$ cat config.mk
export PLATFORM = sky130hd
export DESIGN_NAME = alu_pipe
export DESIGN_NICKNAME = d
export VERILOG_FILES = /design/src/rtl/alu_pipe.sv
export SDC_FILE = /design/constraint.sdc
export NUM_CORES = 1
export LEC_CHECK = 0
export ABC_AREA = 1
export BUFFER_PORTS_ARGS = -buffer_cell sky130_fd_sc_hd__buf_2
export CORE_UTILIZATION = 60
export CTS_CLUSTER_SIZE = 12
export DETAILED_ROUTE_END_ITERATION = 8
export PLACE_DENSITY_LB_ADDON = 0.15
export SYNTH_ARGS = -nofsm -noshare
export SYNTH_HDL_FRONTEND = slang
export SYNTH_SLANG_ARGS = --single-unit
export TNS_END_PERCENT = 5
$ cat constraint.sdc
create_clock -name clk -period 7.99 [get_ports clk]
set_input_delay 1.9975 -clock clk [delete_from_list [all_inputs] [get_ports clk]]
set_output_delay 1.9975 -clock clk [all_outputs]
set_load 0.02 [all_outputs]
$ cat src/rtl/alu_pipe.sv
// ---------------------------------------------------------------------------
// alu_pipe -- registered execute-stage ALU with valid/ready handshakes.
//
// Accepts one operation per cycle when in_ready is high. The result is held in
// an output register until downstream consumes it. An internal NZCV flag
// register supplies carry-in to ADC/SBC. Flags are written only when set_flags
// is high.
//
// Optional feature: define ALU_PIPE_MUL_EN to add an iterative shift-add
// multiplier (command 4'b1010, MUL_BUSY state). Without the macro, 4'b1010 is
// treated as an undefined command.
//
// Ports:
//   clk        in   clock, all state changes on the rising edge
//   rst        in   synchronous active-high reset
//   in_valid   in   an operation is presented
//   in_ready   out  the block can accept an operation this cycle
//   exec_cmd   in   4-bit command code
//   val1/val2  in   WIDTH-bit operands
//   set_flags  in   update the flag register with this operation's flags
//   out_valid  out  alu_res holds an unconsumed result
//   out_ready  in   downstream consumes the result this cycle
//   alu_res    out  registered WIDTH-bit result
//   status     out  flag register {Z, C, N, V}
// ---------------------------------------------------------------------------
module alu_pipe #(
  parameter int WIDTH = 32
) (
  input  logic             clk,
  input  logic             rst,
  input  logic             in_valid,
  output logic             in_ready,
  input  logic [3:0]       exec_cmd,
  input  logic [WIDTH-1:0] val1,
  input  logic [WIDTH-1:0] val2,
  input  logic             set_flags,
  output logic             out_valid,
  input  logic             out_ready,
  output logic [WIDTH-1:0] alu_res,
  output logic [3:0]       status
);

  localparam logic [3:0] CMD_MOV = 4'b0001;
  localparam logic [3:0] CMD_ADD = 4'b0010;
  localparam logic [3:0] CMD_ADC = 4'b0011;
  localparam logic [3:0] CMD_SUB = 4'b0100;
  localparam logic [3:0] CMD_SBC = 4'b0101;
  localparam logic [3:0] CMD_AND = 4'b0110;
  localparam logic [3:0] CMD_ORR = 4'b0111;
  localparam logic [3:0] CMD_EOR = 4'b1000;
  localparam logic [3:0] CMD_MVN = 4'b1001;

  typedef struct packed {
    logic z;
    logic c;
    logic n;
    logic v;
  } flags_t;

  flags_t           flags_q, flags_d, op_flags;
  logic [WIDTH-1:0] res_q, res_d, op_res, b_op;
  logic [WIDTH:0]   sum;
  logic             out_valid_q, out_valid_d;
  logic             cin, arith, logic_op;
  logic             idle, accept, start_mul;

`ifdef ALU_PIPE_MUL_EN
  localparam int         CNT_W   = $clog2(WIDTH + 1);
  localparam logic [3:0] CMD_MUL = 4'b1010;

  typedef enum logic {
    IDLE,
    MUL_BUSY
  } state_e;

  state_e           state_q, state_d;
  logic [WIDTH-1:0] mcand_q, mcand_d;
  logic [WIDTH-1:0] mplier_q, mplier_d;
  logic [WIDTH-1:0] acc_q, acc_d;
  logic [CNT_W-1:0] cnt_q, cnt_d;
  logic             mul_s_q, mul_s_d;

  assign idle      = (state_q == IDLE);
  assign start_mul = accept && (exec_cmd == CMD_MUL);
`else
  assign idle      = 1'b1;
  assign start_mul = 1'b0;
`endif

  // in_ready depends on out_ready combinationally, so a full output register
  // drains and refills in the same cycle (throughput of one per cycle).
  assign in_ready  = idle && (!out_valid_q || out_ready) && !rst;
  assign accept    = in_valid && in_ready;

  assign alu_res   = res_q;
  assign out_valid = out_valid_q;
  assign status    = flags_q;

  // Single-cycle datapath. Subtraction is val1 + ~val2 + carry-in, so the
  // carry out of bit WIDTH means "no borrow" and one V formula serves both.
  always_comb begin
    // NOTE: every variable gets a default before the case so no path leaves
    // it unassigned -- otherwise synthesis would infer a latch.
    op_res   = '0;
    op_flags = flags_q;
    b_op     = val2;
    cin      = 1'b0;
    arith    = 1'b0;
    logic_op = 1'b0;
    case (exec_cmd)
      CMD_MOV: begin op_res = val2;        logic_op = 1'b1; end
      CMD_MVN: begin op_res = ~val2;       logic_op = 1'b1; end
      CMD_AND: begin op_res = val1 & val2; logic_op = 1'b1; end
      CMD_ORR: begin op_res = val1 | val2; logic_op = 1'b1; end
      CMD_EOR: begin op_res = val1 ^ val2; logic_op = 1'b1; end
      CMD_ADD: arith = 1'b1;
      CMD_ADC: begin arith = 1'b1; cin = flags_q.c; end
      CMD_SUB: begin arith = 1'b1; b_op = ~val2; cin = 1'b1; end
      CMD_SBC: begin arith = 1'b1; b_op = ~val2; cin = flags_q.c; end
      default: ;
    endcase
    sum = {1'b0, val1} + {1'b0, b_op} + {{WIDTH{1'b0}}, cin};
    if (arith) begin
      op_res     = sum[WIDTH-1:0];
      op_flags.c = sum[WIDTH];
      op_flags.v = (val1[WIDTH-1] == b_op[WIDTH-1]) &&
                   (op_res[WIDTH-1] != val1[WIDTH-1]);
    end
    if (arith || logic_op) begin
      op_flags.n = op_res[WIDTH-1];
      op_flags.z = (op_res == '0);
    end
  end

  // Next-state logic for the output register, flags and multiplier FSM.
  always_comb begin
    res_d       = res_q;
    flags_d     = flags_q;
    out_valid_d = out_valid_q && !out_ready;
`ifdef ALU_PIPE_MUL_EN
    state_d  = state_q;
    mcand_d  = mcand_q;
    mplier_d = mplier_q;
    acc_d    = acc_q;
    cnt_d    = cnt_q;
    mul_s_d  = mul_s_q;
`endif
    if (accept && !start_mul) begin
      res_d       = op_res;
      out_valid_d = 1'b1;
      if (set_flags) flags_d = op_flags;
    end
`ifdef ALU_PIPE_MUL_EN
    if (start_mul) begin
      mcand_d  = val1;
      mplier_d = val2;
      acc_d    = '0;
      cnt_d    = CNT_W'(WIDTH);
      mul_s_d  = set_flags;
      state_d  = MUL_BUSY;
    end
    if (state_q == MUL_BUSY) begin
      // One extra cycle at count zero writes the result: WIDTH+1 edges total.
      if (cnt_q == '0) begin
        res_d       = acc_q;
        out_valid_d = 1'b1;
        if (mul_s_q) begin
          flags_d.n = acc_q[WIDTH-1];
          flags_d.z = (acc_q == '0);
        end
        state_d = IDLE;
      end else begin
        if (mplier_q[0]) acc_d = acc_q + mcand_q;
        mcand_d  = mcand_q << 1;
        mplier_d = mplier_q >> 1;
        cnt_d    = cnt_q - CNT_W'(1);
      end
    end
`endif
  end

  // NOTE: state registers use non-blocking assignments so every register
  // samples its _d value from before the edge, independent of statement order.
  always_ff @(posedge clk) begin
    if (rst) begin
      res_q       <= '0;
      flags_q     <= '0;
      out_valid_q <= 1'b0;
`ifdef ALU_PIPE_MUL_EN
      state_q     <= IDLE;
      mcand_q     <= '0;
      mplier_q    <= '0;
      acc_q       <= '0;
      cnt_q       <= '0;
      mul_s_q     <= 1'b0;
`endif
    end else begin
      res_q       <= res_d;
      flags_q     <= flags_d;
      out_valid_q <= out_valid_d;
`ifdef ALU_PIPE_MUL_EN
      state_q     <= state_d;
      mcand_q     <= mcand_d;
      mplier_q    <= mplier_d;
      acc_q       <= acc_d;
      cnt_q       <= cnt_d;
      mul_s_q     <= mul_s_d;
`endif
    end
  end

endmodule

==> out/results.ini, run 1 <==
[place]
dp_hpwl_mm=16.84
finalWeightedCongestion=0.9663
port-buffer-count=110

[final_layout]
post-route-util=0.6994
area_growth_pct=11.31
num_antenna_cells=0
finalNetCount=1427
layout-drive-gt1-share=0.1129

[routing]
first_iter_violations=783
wl_mm=21.27
vias=7736
first_pass_iters=5
vias_per_cell=5.549
drc_errors=0
antenna_left=0
wl_per_cell_um=15.26

[setup_path]
crit_path_max_fanout=36
cp-start-kind=input port
endpoint_kind=flip-flop
cp_slowest_stage_delay_ns=0.51
crit_slowest_cell=nand2_4
cp_cell_sequence=buf_2, inv_2, nor2_4, nand2_4, nand2_4, a32oi_1, fa_1, fa_1, inv_1, nand3_1, nand2_1, nand3_1, nand2_1, nand2_1, nand3_1, nand2_1, nor2_1, nand2_1, nor2_1, nand2_1, nor2_1, nand3_1, a21oi_1
arrival_ns=5.78
critPathKind=input port to flip-flop
crit_family=simple AND/OR/NAND/NOR gates
cp.required_ns=8.22
path_common_cell=nand2_1
crit_buf_inv=3

[run_status]
status=finished, final reports clean

[cts]
postCtsSetupBuffers=0
clk_pin_slew_worst_paths_ns=0.08
clkSinkCount=37
numCtsBuffers=5
post_cts_resized=0
clk-insertion-delay-late_ns=0.29
clockBufferDepth=2
root_buffer=clkbuf_8
cts-htree-levels=2
cts_tree=built
hold_buffers=0

[timing]
slew_headroom=0.3997
maxSlewViolCount=0
fin_crit_ns=5.559
fmax_mhz=179.9
setup_viol=0
rsz0062_at_grt=false
clock_skew_ns=0.007294
tightest_slew_ns=0.8995
fin_crit_sh=0.6957
setup_tns_ns=0
hold_violations=0

[global_route]
grt_max_degree=37
grt_pass1_wl_mm=34.25
grt_overflow=0
antenna_found_initial=0
grt_pass1_vias=6836
track_usage=0.3790

[synth]
synth_top_family_by_area=simple AND/OR/NAND/NOR gates
ys.flop_type=dfxtp_1
synth.top_cell.area_share=0.2181
yosysMostFrequentCell=nand2_1
synth_area_mm2=0.006574
synth-seq-area-share=0.1127
ys_seq_elements=37
synth_edf_count=0
synth_area_leaders=nand2_1 (22%), ha_1 (18%), inv_1 (12%)
muxShareOfSynthArea=0
syn_area_per_cell_um2=5.652
synth_nets=1333
ys_top_cells_by_count=nand2_1 (382), inv_1 (207), nand3_1 (96), ha_1 (95), nor2_1 (78)
async_reset_ff_frac=0
synthDistinctLibCells=39
yosysWarnings=0
synth_compound_area_frac=0.1323
synthCells=1163
synth_xor_area_frac=0.04397
yosys.area_share.simple=0.3831
synth-adder-area-share=0.1869
yosys.area.top_type=nand2_1

[floorplan]
io_pins=111
die_area_mm2=0.01138
coreArea_mm2=0.01046
dieHeight_um=106.7
start_util=0.6283
rows=37
die_w_um=106.7

[hold_path]
min_path_type=flip-flop to flip-flop

[pwr]
power.leakage_nw=4.391
vdd_drop_max_v=0.0001443
powerDensity_mw_per_mm2=115.7

[run]
maxCapViolations=0

metal layers:
| layer | part of all wire | GRT usage |
|---|---|---|
| met5 | 0 | 0 |
| met3 | 0.11 | 0.05167 |
| met4 | 0.019 | 0.09980 |
| met2 | 0.41 | 0.5756 |
| met1 | 0.46 | 0.5563 |
cells in the final DEF, fill, tap and decap left out, drive strengths merged:
cell / Yosys / final
a32oi: 1 / 1
nand3: 96 / 96
o211ai: 3 / 3
nand2: 384 / 384
inv: 213 / 213
xor2: 33 / 33
o2111ai: 1 / 1
dfxtp: 37 / 37
a21oi: 35 / 35
a221oi: 1 / 1
nor3: 8 / 8
a211oi: 15 / 15
fa: 2 / 2
and2: 7 / 7
ha: 95 / 95
nand3b: 7 / 7
nor2: 82 / 82
buf: 15 / 114
clkbuf: 12 / 6
o21bai: 2 / 2
nor4: 1 / 1
a21o: 1 / 1
o221ai: 3 / 3
or2: 5 / 5
bufinv: 0 / 1
o21ai: 78 / 78
nand4: 12 / 12
a31oi: 13 / 13
clkinvlp: 0 / 1
o21a: 1 / 1
flip-flops by register name, summed over array words and instances, names as in the netlist:
register   flops
alu_res       32
status         4
out_valid      1
cell type report:
cell class	instances	area (um2)
Inverter	213	799.5
Sequential cell	37	740.7
Fill cell	1029	3146
Timing Repair Buffer	114	580.6
Multi-Input combinational cell	886	4906
Tap cell	136	170.2
Clock buffer	6	82.58
Clock inverter	2	37.54
worst register-to-register path: stages (launching register included):
cell and delay, ns:
dfxtp_1 0.41, a32oi_1 0.16, fa_1 0.47, fa_1 0.44, inv_1 0.13, nand3_1 0.10, nand2_1 0.13, nand3_1 0.10
nand2_1 0.14, nand2_1 0.06, nand3_1 0.09, nand2_1 0.07, nor2_1 0.10, nand2_1 0.06, nor2_1 0.11, nand2_1 0.06
nor2_1 0.08, nand3_1 0.07, a21oi_1 0.12
stage by stage:
step	std cells	power, mW	hold WS (ns)	instance area, um2	setup slack [ns]
6_report	1394	0.8465	0.4774	7317	2.431
5_1_grt	1394	0.9128	0.4967	7317	2.034
3_3_place_gp	1386	0.6601	0.4577	7197	2.265
2_1_floorplan	1163	0.5285	0.5376	6574	3.033
3_5_place_dp	1386	0.6654	0.4618	7197	2.160
4_1_cts	1394	0.8338	0.4727	7317	2.449
logic make-up after synthesis:
logic type | Yosys count
compound gates | 154
simple gates | 602
fa+ha+maj | 97
xor+xnor | 33
flops | 37
buf+inv | 240
final timing paths:
kind	start	end	slack, ns	cells past startpoint
hold reg to reg	alu_res[0]	alu_res[0]	0.48	2
setup reg to reg	status[2]	status[3]	5.04	18
setup / recovery	exec_cmd[2]	status[3]	2.43	23
hold / removal	alu_res[0]	alu_res[0]	0.48	2
where the power goes:
| group | internal (mW) | leakage (nW) | total (mW) | switching (mW) |
|---|---|---|---|---|
| Clock | 0.102 | 0.0574 | 0.171 | 0.0693 |
| Sequential | 0.199 | 0.304 | 0.207 | 0.00777 |
| Combinational | 0.154 | 4.03 | 0.469 | 0.315 |
| Total | 0.454 | 4.39 | 0.847 | 0.392 |
No activity file was read; power rests on OpenSTA's default activity.
==> run 2, diff against run 1 <==
--- a/config.mk
+++ b/config.mk
@@ -7,7 +7,7 @@
 export LEC_CHECK = 0
 export ABC_AREA = 1
 export BUFFER_PORTS_ARGS = -buffer_cell sky130_fd_sc_hd__buf_2
-export CORE_UTILIZATION = 60
+export CORE_UTILIZATION = 59
 export CTS_CLUSTER_SIZE = 12
 export DETAILED_ROUTE_END_ITERATION = 8
 export PLACE_DENSITY_LB_ADDON = 0.15
==> constraint.sdc (replaced) <==
create_clock -name clk -period 5.25 [get_ports clk]
set_input_delay 1.3125 -clock clk [delete_from_list [all_inputs] [get_ports clk]]
set_output_delay 1.3125 -clock clk [all_outputs]
set_load 0.02 [all_outputs]
==> run 2 against run 1 <==
Effect of this change:
- combinational power grew 51%
- count of clock-buffer cells in the layout rose by 1
- clock power grew 28%
- sequential share of layout area about the same
- sequential cell count stayed put
- non-clock buffer count grew 3
- worst hold slack got worse by 0.0050 ns
- register-to-register slack worse by 2.8 ns
- critical path depth down 2
- critical path type unchanged
- critical endpoint unchanged
- largest cell class unchanged
==> out/results.ini, run 2 (synthesized netlist as in run 1, its figures left out) <==
[global_route]
antenna_found_initial=0  ; unchanged
grt_pass1_vias=6864  ; +0.41%
grt_max_degree=37  ; unchanged
grt_overflow=0  ; unchanged
track_usage=0.3696  ; -0.009415
grt_pass1_wl_mm=33.53  ; -2.1%

[cts]
clk-insertion-delay-late_ns=0.29  ; about the same
numCtsBuffers=5  ; unchanged
root_buffer=clkbuf_8
postCtsSetupBuffers=0  ; unchanged
post_cts_resized=0  ; unchanged
clk_pin_slew_worst_paths_ns=0.08  ; about the same
hold_buffers=0  ; unchanged
clockBufferDepth=2  ; unchanged
clkSinkCount=37  ; unchanged
cts_tree=built
cts-htree-levels=2  ; unchanged

[floorplan]
die_area_mm2=0.01157  ; +1.7%
start_util=0.6064  ; -0.02190
rows=38  ; +2.7%
dieHeight_um=107.6  ; +0.83%
coreArea_mm2=0.01084  ; +3.6%
io_pins=111  ; unchanged
die_w_um=107.6  ; +0.83%

[pwr]
power_mw=1.241  ; +47%
power.leakage_nw=4.403  ; +0.26%
swShare=0.4706  ; +0.007402
net-switching-power_mw=0.5840  ; +49%
seq_power_share=0.253  ; +0.009
powerDensity_mw_per_mm2=169.4  ; +46%
clkPwrFrac=0.177  ; -0.025
p_int_mw=0.6569  ; +45%
pwr-share-comb=0.570  ; +0.016
vdd_drop_max_v=0.0002024  ; +40%

[timing]
setup_viol=0  ; unchanged
holdWs_ns=0.4724  ; -0.004964 ns
fin_crit_sh=0.8253
rsz0062_at_grt=false
hold_violations=0  ; unchanged
maxSlewViolCount=0  ; unchanged
fin_crit_ns=4.333
setup_tns_ns=0  ; unchanged
slew_headroom=0.3576  ; -0.04214
fmax_mhz=230.8
tightest_slew_ns=0.9626  ; +0.06314 ns
clock_skew_ns=0.004848  ; -0.002446 ns

[setup_path]
crit_slowest_cell=ha_1
ff2ff_setup_slack_ns=2.27  ; -2.77 ns
path_common_cell=nand2_1
worstSetupEndpoint=status[3]
r2r_cells=18  ; unchanged
crit_buf_inv=3  ; unchanged
cp-start-kind=input port
cp_num_cells=21  ; -8.7%
cp_slowest_stage_delay_ns=0.41  ; -0.10 ns
endpoint_kind=flip-flop
crit_path_max_fanout=23  ; -36%
arrival_ns=4.56  ; -1.22 ns
cp_cell_sequence=buf_2, inv_2, nor2_4, nand2_4, buf_4, xor2_1, ha_1, nand2_1, nor2_1, nand2_1, nor3_1, nand2_1, nand3_1, nand2_1, nand3_1, nand2_1, nor2_1, nand2_1, nor2_1, nand3_1, a21oi_1
worst_r2r_startpoint=status[2]
crit_path_start=exec_cmd[2]
cp.required_ns=5.47  ; -2.75 ns
r2r_end=status[3]
critPathKind=input port to flip-flop
crit_family=simple AND/OR/NAND/NOR gates

[final_layout]
fin_area_mm2=0.007326  ; +0.12%
num_antenna_cells=0  ; unchanged
layout-drive-gt1-share=0.1150  ; +0.002111
largest_reg_flops=32  ; unchanged
finalNetCount=1430  ; +0.21%
area_growth_pct=11.44
final_common_cell=nand2_1
final_cell_mix=nand2_1 (382), inv_1 (207), buf_2 (110)
layoutNonFillerInstCount=1401  ; +0.50%

[place]
dp.cells=1393  ; +0.51%
port-buffer-count=110  ; unchanged
dp_hpwl_mm=16.68  ; -0.98%
placed_area_mm2=0.007224  ; +0.38%
finalWeightedCongestion=1.026  ; +6.2%

[routing]
vias=7656  ; -1.0%
drc_errors=0  ; unchanged
wl_per_cell_um=14.75  ; -3.3%
vias_per_cell=5.465  ; -1.5%
antenna_left=0  ; unchanged
first_pass_iters=6  ; +1
wl_mm=20.66  ; -2.8%
first_iter_violations=771  ; -1.5%

[hold_path]
min_delay_path_depth=2  ; unchanged
min_path_type=flip-flop to flip-flop

[run_status]
status=finished, final reports clean

[run]
maxCapViolations=0  ; unchanged

run 2: cell count changes in the layout (fill, tap and decap cells not counted), sizes merged:
cell,before,now
clkbuf,6,7
bufinv,1,0
clkinv,0,1
buf,114,117
clkinvlp,1,0
run 2: layout make-up:
class | instances | area, um2
fillers | 1079 | 3515
clock buffers | 7 | 96.34
repair buffers | 117 | 603.1
flip-flops and latches | 37 | 740.7
well taps | 140 | 175.2
clock inverters | 1 | 5.005
inverters | 213 | 799.5
multi-input cells | 886 | 4906
run 2: worst register-to-register path, delay by kind of cell, from the launching register on:
kind | cells | cell delay, ns
compound gates | 2 | 0.28
fa+ha+maj | 2 | 0.90
buf+inv | 1 | 0.12
flops | 1 | 0.43
simple gates | 13 | 1.18
run 2: routing by layer:
metal / routed length [um] / up-vias / global-route usage
li1: - / 3863 / -
met1: 9553 / 3393 / 0.5215
met2: 8652 / 364 / 0.5847
met3: 2007 / 36 / 0.04358
met4: 451 / 0 / 0.1086
met5: 0 / - / 0
run 2: per-stage QoR:
stage,utilization,worst slack (ns)
finish,0.6758,0.9171
global route,0.6758,0.5016
CTS,0.6758,0.9797
detailed placement,0.6664,0.6884
global placement,0.6664,0.7530
floorplan,-,0.9775
run 2: how the worst min path moves through the flow:
stage | start | endpoint | slack (ns)
2_1_floorplan | status[3] | status[3] | 0.54
3_3_place_gp | alu_res[10] | alu_res[10] | 0.46
3_5_place_dp | alu_res[10] | alu_res[10] | 0.47
4_1_cts | alu_res[10] | alu_res[10] | 0.48
5_1_grt | alu_res[9] | alu_res[9] | 0.50
6_report | alu_res[9] | alu_res[9] | 0.47
run 2: power groups by stage:
| stage | sequential, mW | combinational, mW | clock, mW |
|---|---|---|---|
| 3_3_place_gp | 0.319 | 0.678 | 0 |
| 4_1_cts | 0.314 | 0.692 | 0.219 |
| 6_report | 0.314 | 0.707 | 0.219 |
| 3_5_place_dp | 0.320 | 0.688 | 0 |
| 2_1_floorplan | 0.346 | 0.458 | 0 |
| 5_1_grt | 0.316 | 0.799 | 0.232 |
==> run 3, diff against run 2 <==
==> constraint.sdc (replaced) <==
create_clock -name clk -period 4.16 [get_ports clk]
set_input_delay 1.04 -clock clk [delete_from_list [all_inputs] [get_ports clk]]
set_output_delay 1.04 -clock clk [all_outputs]
set_load 0.02 [all_outputs]
==> run 3 against run 2 <==
Effect of this change:
- sequential power grew 26%
- highest routed layer unchanged
- clock skew grew 0.0029 ns
- sequential cell count is the same
- wire length grew 2.1%
- via count is essentially flat
- cell count grew 1.0%
- die area is the same
- utilization grew 1.1 points
==> out/results.ini, run 3 (synthesized netlist as in run 1, its figures left out) <==
[run_status]
status=finished, final reports clean

[routing]
vias=7658  ; +0.026%
vias_per_cell=5.412  ; -0.96%
antenna_left=0  ; unchanged
first_pass_iters=5  ; -1
first_iter_violations=760  ; -1.4%
wl_per_cell_um=14.91  ; +1.1%
wl_mm=21.10  ; +2.1%
drc_errors=0  ; unchanged

[global_route]
grt_max_degree=37  ; unchanged
grt_overflow=0  ; unchanged
grt_pass1_wl_mm=33.77  ; +0.70%
grt_pass1_vias=6788  ; -1.1%
track_usage=0.3737  ; +0.004125
antenna_found_initial=0  ; unchanged

[final_layout]
largest_reg_flops=32  ; unchanged
post-route-util=0.6868  ; +0.01097
area_growth_pct=13.25
layoutNonFillerInstCount=1415  ; +1.0%
final_common_cell=nand2_1
num_antenna_cells=0  ; unchanged
fin_area_mm2=0.007445  ; +1.6%
layout-drive-gt1-share=0.1255  ; +0.01050
finalNetCount=1445  ; +1.0%
final_cell_mix=nand2_1 (382), inv_1 (207), buf_2 (110)

[timing]
fin_crit_sh=0.9179
setup_tns_ns=0  ; unchanged
clock_skew_ns=0.007707  ; +0.002859 ns
fmax_mhz=261.9
fin_ws_ns=0.3414  ; -0.5757 ns
hold_violations=0  ; unchanged
rsz0062_at_grt=false
tightest_slew_ns=0.8711  ; -0.09149 ns
maxSlewViolCount=0  ; unchanged
slew_headroom=0.4186  ; +0.06106
fin_crit_ns=3.819
setup_viol=0  ; unchanged
holdWs_ns=0.4735  ; +0.001094 ns

[place]
dp_hpwl_mm=17.28  ; +3.6%
placed_area_mm2=0.007350  ; +1.7%
port-buffer-count=110  ; unchanged
finalWeightedCongestion=1.027  ; about the same
pre_cts_slack_ns=0.07454  ; -0.6138 ns
dp.cells=1408  ; +1.1%

[pwr]
power_mw=1.571  ; +27%
powerDensity_mw_per_mm2=211.0  ; +25%
power.leakage_nw=4.471  ; +1.6%
vdd_drop_max_v=0.0002423  ; +20%

[cts]
clk_pin_slew_worst_paths_ns=0.07  ; about the same
numCtsBuffers=5  ; unchanged
root_buffer=clkbuf_8
cts-htree-levels=2  ; unchanged
clkSinkCount=37  ; unchanged
clk-insertion-delay-late_ns=0.29  ; about the same
clockBufferDepth=2  ; unchanged
hold_buffers=0  ; unchanged
cts_tree=built

[hold_path]
min_path_type=flip-flop to flip-flop
min_delay_path_depth=2  ; unchanged

[floorplan]
dieHeight_um=107.6  ; unchanged
coreArea_mm2=0.01084  ; unchanged
io_pins=111  ; unchanged
rows=38  ; unchanged
start_util=0.6064  ; unchanged
die_area_mm2=0.01157  ; unchanged
die_w_um=107.6  ; unchanged

[setup_path]
crit_path_max_fanout=6  ; -74%
critPathKind=input port to flip-flop
cp-start-kind=input port
arrival_ns=4.05  ; -0.51 ns
cp.required_ns=4.39  ; -1.08 ns
r2r_cells=18  ; unchanged
endpoint_kind=flip-flop

[run]
maxCapViolations=0  ; unchanged

run 3: per-layer routing:
layer | GRT usage | wire length [um] | up-vias | part of all wire
met5 | 0 | 0 | - | 0
met4 | 0.09198 | 306 | 0 | 0.015
met3 | 0.07022 | 2150 | 26 | 0.10
met2 | 0.5861 | 8891 | 330 | 0.42
met1 | 0.5220 | 9750 | 3411 | 0.46
li1 | - | - | 3891 | -
run 3: layout make-up:
| class | instances | area (um2) |
|---|---|---|
| clock inverters | 1 | 7.507 |
| inverters | 213 | 799.5 |
| well taps | 140 | 175.2 |
| repair buffers | 132 | 728.2 |
| flip-flops and latches | 37 | 740.7 |
| multi-input cells | 886 | 4911 |
| clock buffers | 6 | 82.58 |
| fillers | 1087 | 3396 |
run 3: final timing paths:
path          startpoint    endpoint  slack (ns)
max          exec_cmd[2]   status[3]        0.34
min           alu_res[5]  alu_res[5]        0.47
max reg2reg    status[2]   status[3]        1.12
min reg2reg   alu_res[5]  alu_res[5]        0.47
run 3: repair_timing:
action                     in CTS  in global routing
resized for setup               0                  1
setup buffers                   0                  0
setup endpoints to repair       0                  1
run 3: worst max-delay path, cell delays in order:
cell and delay, ns:
buf_2 0.13, inv_2 0.07, nor2_4 0.11, nand2_4 0.11, nand2_4 0.07, a32oi_1 0.11
fa_1 0.47, fa_1 0.45, inv_1 0.13, nand3_1 0.10, nand2_1 0.13, nand3_1 0.11
nand2_1 0.15, nand2_1 0.07, nand3_1 0.09, nand2_1 0.07, nor2_1 0.10, nand2_1 0.06
nor2_1 0.13, nand2_1 0.07, nor2_1 0.08, nand3_1 0.07, a21oi_1 0.11
run 3: power breakdown:
group	switching (mW)	internal, mW	total, mW
clock	0.121	0.131	0.252
combinational	0.610	0.314	0.923
sequential	0.0131	0.382	0.395
